--- src/rtl/trace_stream_arbiter.sv ---
// ============================================================================
// Module   : trace_stream_arbiter
// Purpose  : Shares one checker character input between two '^'...'#' framed
//            trace producers. Messages are granted whole, never interleaved.
// Revision : 1.0
// ============================================================================
`default_nettype none

module trace_stream_arbiter #(
    parameter int unsigned STALL_MAX = 16
) (
    input  logic       clk,
    input  logic       reset,
    input  logic [7:0] req0_char,
    input  logic       req0_valid,
    output logic       req0_ready,
    input  logic [7:0] req1_char,
    input  logic       req1_valid,
    output logic       req1_ready,
    output logic [7:0] char,
    output logic       char_valid,
    output logic       grant,
    output logic       busy,
    output logic       msg_done,
    output logic [7:0] abort_cnt
);

    localparam logic [7:0] SOF        = 8'h5E;
    localparam logic [7:0] EOF        = 8'h23;
    localparam logic [7:0] STALL_LAST = 8'(STALL_MAX - 1);

    typedef enum logic [1:0] {
        IDLE  = 2'd0,
        LOCK  = 2'd1,
        ABORT = 2'd2
    } state_t;

    state_t     state;
    logic       rr_ptr;
    logic [7:0] stall_cnt;

    logic       any_valid;
    logic       cand;
    logic       src;
    logic [7:0] src_char;
    logic       take;

    // Ready is a pure function of registered state plus the live valids;
    // it is forced low while reset is held.
    always_comb begin
        any_valid  = req0_valid | req1_valid;
        cand       = (req0_valid && req1_valid) ? rr_ptr : req1_valid;
        req0_ready = 1'b0;
        req1_ready = 1'b0;
        if (reset) begin
            case (state)
                IDLE: begin
                    req0_ready = any_valid & ~cand;
                    req1_ready = any_valid &  cand;
                end
                LOCK: begin
                    req0_ready = ~grant;
                    req1_ready =  grant;
                end
                default: ;
            endcase
        end
        src      = (state == LOCK) ? grant : cand;
        src_char = src ? req1_char : req0_char;
        take     = (req0_valid & req0_ready) | (req1_valid & req1_ready);
    end

    assign busy = (state == LOCK);

    always_ff @(posedge clk or negedge reset) begin
        if (!reset) begin
            state      <= IDLE;
            char       <= 8'h00;
            char_valid <= 1'b0;
            grant      <= 1'b0;
            msg_done   <= 1'b0;
            abort_cnt  <= 8'h00;
            rr_ptr     <= 1'b0;
            stall_cnt  <= 8'h00;
        end else begin
            char_valid <= 1'b0;
            msg_done   <= 1'b0;
            case (state)
                IDLE: begin
                    // Non-'^' characters are swallowed to resynchronise on a frame start.
                    if (take && src_char == SOF) begin
                        char       <= src_char;
                        char_valid <= 1'b1;
                        grant      <= src;
                        stall_cnt  <= 8'h00;
                        state      <= LOCK;
                    end
                end
                LOCK: begin
                    if (take) begin
                        char       <= src_char;
                        char_valid <= 1'b1;
                        stall_cnt  <= 8'h00;
                        if (src_char == EOF) begin
                            msg_done <= 1'b1;
                            rr_ptr   <= ~grant;
                            state    <= IDLE;
                        end
                    end else if (stall_cnt == STALL_LAST) begin
                        // The NUL emitted here is visible during the ABORT cycle itself.
                        char       <= 8'h00;
                        char_valid <= 1'b1;
                        stall_cnt  <= 8'h00;
                        rr_ptr     <= ~grant;
                        if (abort_cnt != 8'hFF) begin
                            abort_cnt <= abort_cnt + 8'd1;
                        end
                        state      <= ABORT;
                    end else begin
                        stall_cnt <= stall_cnt + 8'd1;
                    end
                end
                ABORT: begin
                    state <= IDLE;
                end
                default: begin
                    state <= IDLE;
                end
            endcase
        end
    end

endmodule

`default_nettype wire

--- config.mk ---
export PLATFORM = sky130hd
export DESIGN_NAME = trace_stream_arbiter
export DESIGN_NICKNAME = d
export VERILOG_FILES = /design/src/rtl/trace_stream_arbiter.sv
export SDC_FILE = /design/constraint.sdc
export NUM_CORES = 1
export LEC_CHECK = 0
export BUFFER_PORTS_ARGS = -buffer_cell sky130_fd_sc_hd__buf_2
export CELL_PAD_IN_SITES_DETAIL_PLACEMENT = 1
export CELL_PAD_IN_SITES_GLOBAL_PLACEMENT = 1
export CORE_MARGIN = 2
export CORE_UTILIZATION = 35
export DETAILED_ROUTE_END_ITERATION = 12
export GPL_TIMING_DRIVEN = 0
export PLACE_DENSITY_LB_ADDON = 0.1
export SYNTH_ARGS = -nofsm -noshare
export SYNTH_HDL_FRONTEND = slang
export SYNTH_SLANG_ARGS = --single-unit
--- constraint.sdc ---
create_clock -name clk -period 2.8 [get_ports clk]
set_input_delay 0.42 -clock clk [delete_from_list [all_inputs] [get_ports clk]]
set_output_delay 0.42 -clock clk [all_outputs]
set_load 0.01 [all_outputs]
==> summary.md <==
| Metric | Value |
|---|---|
| Syn avg cell area | `roughly 11 µm²` |
| Worst-Margin Slew | `738 ps` |
| Hold Crit Class | `primary input to asynchronous set/reset pin` |
| Max incr delay on CP | `570 ps` |
| Gr usage total | `about 16%` |
| First-pass GRT wire length | `between 6000 and 7000 µm` |
| RSZ-0062 raised after global routing | `false` |
| Clock root cell | `clkbuf_8` |
| R2R Path End | `char[7]$_DFFE_PN0P_` |
| Synth Warn # | `0` |
| Vias | `about 1,300` |
| Leakage | `between 1 and 1.5 nW` |
| Largest net degree at the start of global routing | `35` |
| Buf/Inv on CP | `2` |
| F_max | `0.412 GHz` |
| DRC Markers | `0` |
| Minimum clock period | `~2400 ps` |
| Resized cells post-CTS | `0` |
| N_diodes | `0` |
| Pre-CTS setup slack | `about 11 ps` |
| Slew Viols, Final | `0` |
| CP cell instances | `buf_2 -> or3b_4 -> nor4_4 -> mux2i_2 -> nand2b_4 -> buf_12 -> mux2_4` |
| Setup crit start kind | `primary input` |
| RD Place Congestion | `0.751` |
| Routed vias/inst | `around 5.2` |
| Fin. Hold Viols | `0` |
| P&R area growth vs syn | `22.8%` |
| Util after Layout | `approximately 44%` |
| Setup CP Type | `primary input to flop` |
| Clock Latency Late Sink | `about 280 ps` |
| Final Hold Slack | `approximately 200 ps` |
| Yosys reg bits | `30` |
| Critical path's slowest cell | `buf_2` |
| Synth cell types | `between 40 and 50` |
| Num CTS Buffers | `5` |
| Final worst slack | `between 300 and 400 ps` |
| Number of global-route vias before repair | `between 1,000 and 1,500` |
| Syn Nets | `around 180` |
| IO Count | `42` |
| CTS tree | `done` |
| R2R Setup Slk | `570 ps` |
| Total gr overflow | `0` |
| Max cap viols | `0` |
| Crit path max-delay family | `simple AND/OR/NAND/NOR gates` |
| Worst Skew | `slightly below 7 ps` |
| Rel. slew slack | `between 50% and 60%` |
| HPWL after DPL | `3230 µm` |
| FP Rows | `25` |
| Clk buf depth | `2` |
| Final setup vio count | `0` |
| Setup tns final | `0 ps` |
| Worst vdd ir | `0.279 mV` |
| Fin crit share | `around 87%` |
| Final wirelength | `around 4100 µm` |
| Final #Nets | `~230` |
| Routed len/inst | `16.1 µm` |
| Number of port buffers | `41` |
| Initial antenna violation count | `0` |
| DRT iter0 DRCs | `30` |
| H-tree depth | `2` |
| Critical Path End Type | `flop` |
| Placed cell count | `between 200 and 300` |
| Initial Utilization | `between 30% and 40%` |
| Die ar. | `5410 µm²` |
| Clock-pin slew on the worst setup and hold paths | `roughly 60 ps` |
| Sequential area share after synthesis | `between 40% and 50%` |
| Post-Layout Cell Count | `about 260` |
| Status | `finished, final reports clean` |
| Clock Sinks | `30` |
| Core ar. | `roughly 4700 µm²` |
| Synthesized area | `around 1700 µm²` |
| RR Startpoint | `state[1]$_DFFE_PN0P_` |
| Post-CTS setup buffer count | `0` |
| CP arrival | `~2600 ps` |
| Synth Instances | `around 160` |
| Cts hold-fix bufs | `0` |
| R2R cell count | `6` |
| Share of layout cells above drive strength 1 | `approximately 33%` |
| Antenna viol nets, final | `0` |
| Die Y | `73.5 µm` |
| Die Wd | `approximately 74 µm` |
| Crit path max fanout | `34` |
| Fillers | `532` |
| Critical Path RT | `2960 ps` |
| Pre-antenna DRT Iters | `4` |
| P per Cell Area | `a little under 800 nW/µm²` |
[report_power, final]
part	internal, mW	switching (mW)
sequential	0.533	0.0699
clock	0.284	0.158
combinational	0.270	0.289
[synthesized netlist by cell type (all sizes together)]
cell,count,area [µm²]
dfrtp,30,751
nor2,15,56.3
nand2,12,45.0
mux2,11,143
mux2i,10,104
nand2b,7,53.8
xnor2,7,61.3
a21oi,6,30.0
nand4,5,31.3
and3,4,25.0
inv,4,15.0
nand3,4,20.0
xor2,4,35.0
a31oi,3,18.8
buf,3,32.5
nor4,3,40.0
and3b,2,17.5
and4,2,17.5
ha,2,25.0
nand4b,2,17.5
nor2b,2,12.5
nor4b,2,17.5
nor4bb,2,20.0
o21ai,2,10.0
or4bb,2,22.5
a21boi,1,7.51
a32o,1,10.0
and2,1,6.26
clkbuf,1,3.75
nor3b,1,7.51
o21a,1,7.51
o221ai,1,8.76
o311ai,1,8.76
or3b,1,11.3
[stage by stage]
stage	total power, mW	area (µm²)
detailed placement	1.18	1970
finish	1.60	2080
floorplan	0.980	1690
global placement	1.15	1970
global route	1.71	2080
CTS	1.63	2080
[how the worst max path moves through the flow]
stage / start / endpoint / slack (ps) / cells past startpoint
after floorplan: req1_char[0] / char[2]$_DFFE_PN0P_ / 840 / 6
after global placement: reset / char[3]$_DFFE_PN0P_ / 80 / 7
after detailed placement: reset / char[5]$_DFFE_PN0P_ / 10 / 7
after CTS: reset / char[7]$_DFFE_PN0P_ / 310 / 7
after global routing: reset / char[5]$_DFFE_PN0P_ / 160 / 7
final: reset / char[7]$_DFFE_PN0P_ / 370 / 7
[per-layer routing]
| layer | track usage (%) | vias to the layer above | routed length, µm |
|---|---|---|---|
| li1 | - | 653 | - |
| met1 | 21.7 | 662 | 1940 |
| met2 | 25.3 | 27 | 1990 |
| met3 | 4.25 | 6 | 144 |
| met4 | 6.67 | 0 | 53 |
| met5 | 0 | - | 0 |
[logic make-up (layout without fill, tap and decap cells)]
| group | after synthesis | after routing | synth area share, % |
|---|---|---|---|
| buf+inv | 8 | 56 | 3.03 |
| mux | 21 | 21 | 14.6 |
| fa+ha+maj | 2 | 2 | 1.48 |
| simple gates | 67 | 67 | 24.9 |
| xor+xnor | 11 | 11 | 5.69 |
| flops | 30 | 30 | 44.3 |
| compound gates | 16 | 16 | 5.99 |
[registers in the layout, summed over array words and instances, names as in the netlist]
signal	flops
abort_cnt	8
char	8
char_valid	1
grant	1
msg_done	1
rr_ptr	1
stall_cnt	8
state	2
[layout make-up]
type | instances | area, µm² | area share [%]
Clock inverter | 1 | 30.0 | 1.44
Inverter | 4 | 15.0 | 0.722
Sequential cell | 30 | 751 | 36.1
Multi-Input combinational cell | 117 | 891 | 42.9
Tap cell | 54 | 67.6 | 3.25
Clock buffer | 6 | 82.6 | 3.97
Buffer | 4 | 36.3 | 1.75
Timing Repair Buffer | 41 | 205 | 9.87
[layout by cell type, fill, tap and decap left out, types with 2 or more instances in the layout]
master | synthesis | routed
nand3_1 | 4 | 4
nor4b_1 | 2 | 2
nand4b_1 | 2 | 2
clkbuf_8 | 0 | 6
xnor2_1 | 7 | 7
or4bb_1 | 2 | 2
nor2_1 | 15 | 15
nor4bb_1 | 2 | 2
dfrtp_1 | 30 | 30
nand4_1 | 5 | 5
mux2i_1 | 9 | 9
inv_1 | 4 | 4
xor2_1 | 4 | 4
nand2b_1 | 5 | 5
and3_1 | 4 | 4
buf_2 | 1 | 42
nor2b_1 | 2 | 2
a21oi_1 | 6 | 6
mux2_2 | 6 | 6
nand2_1 | 12 | 12
ha_1 | 2 | 2
and4_1 | 2 | 2
a31oi_1 | 3 | 3
mux2_4 | 5 | 5
and3b_1 | 2 | 2
No activity file was read; power rests on OpenSTA's default activity.
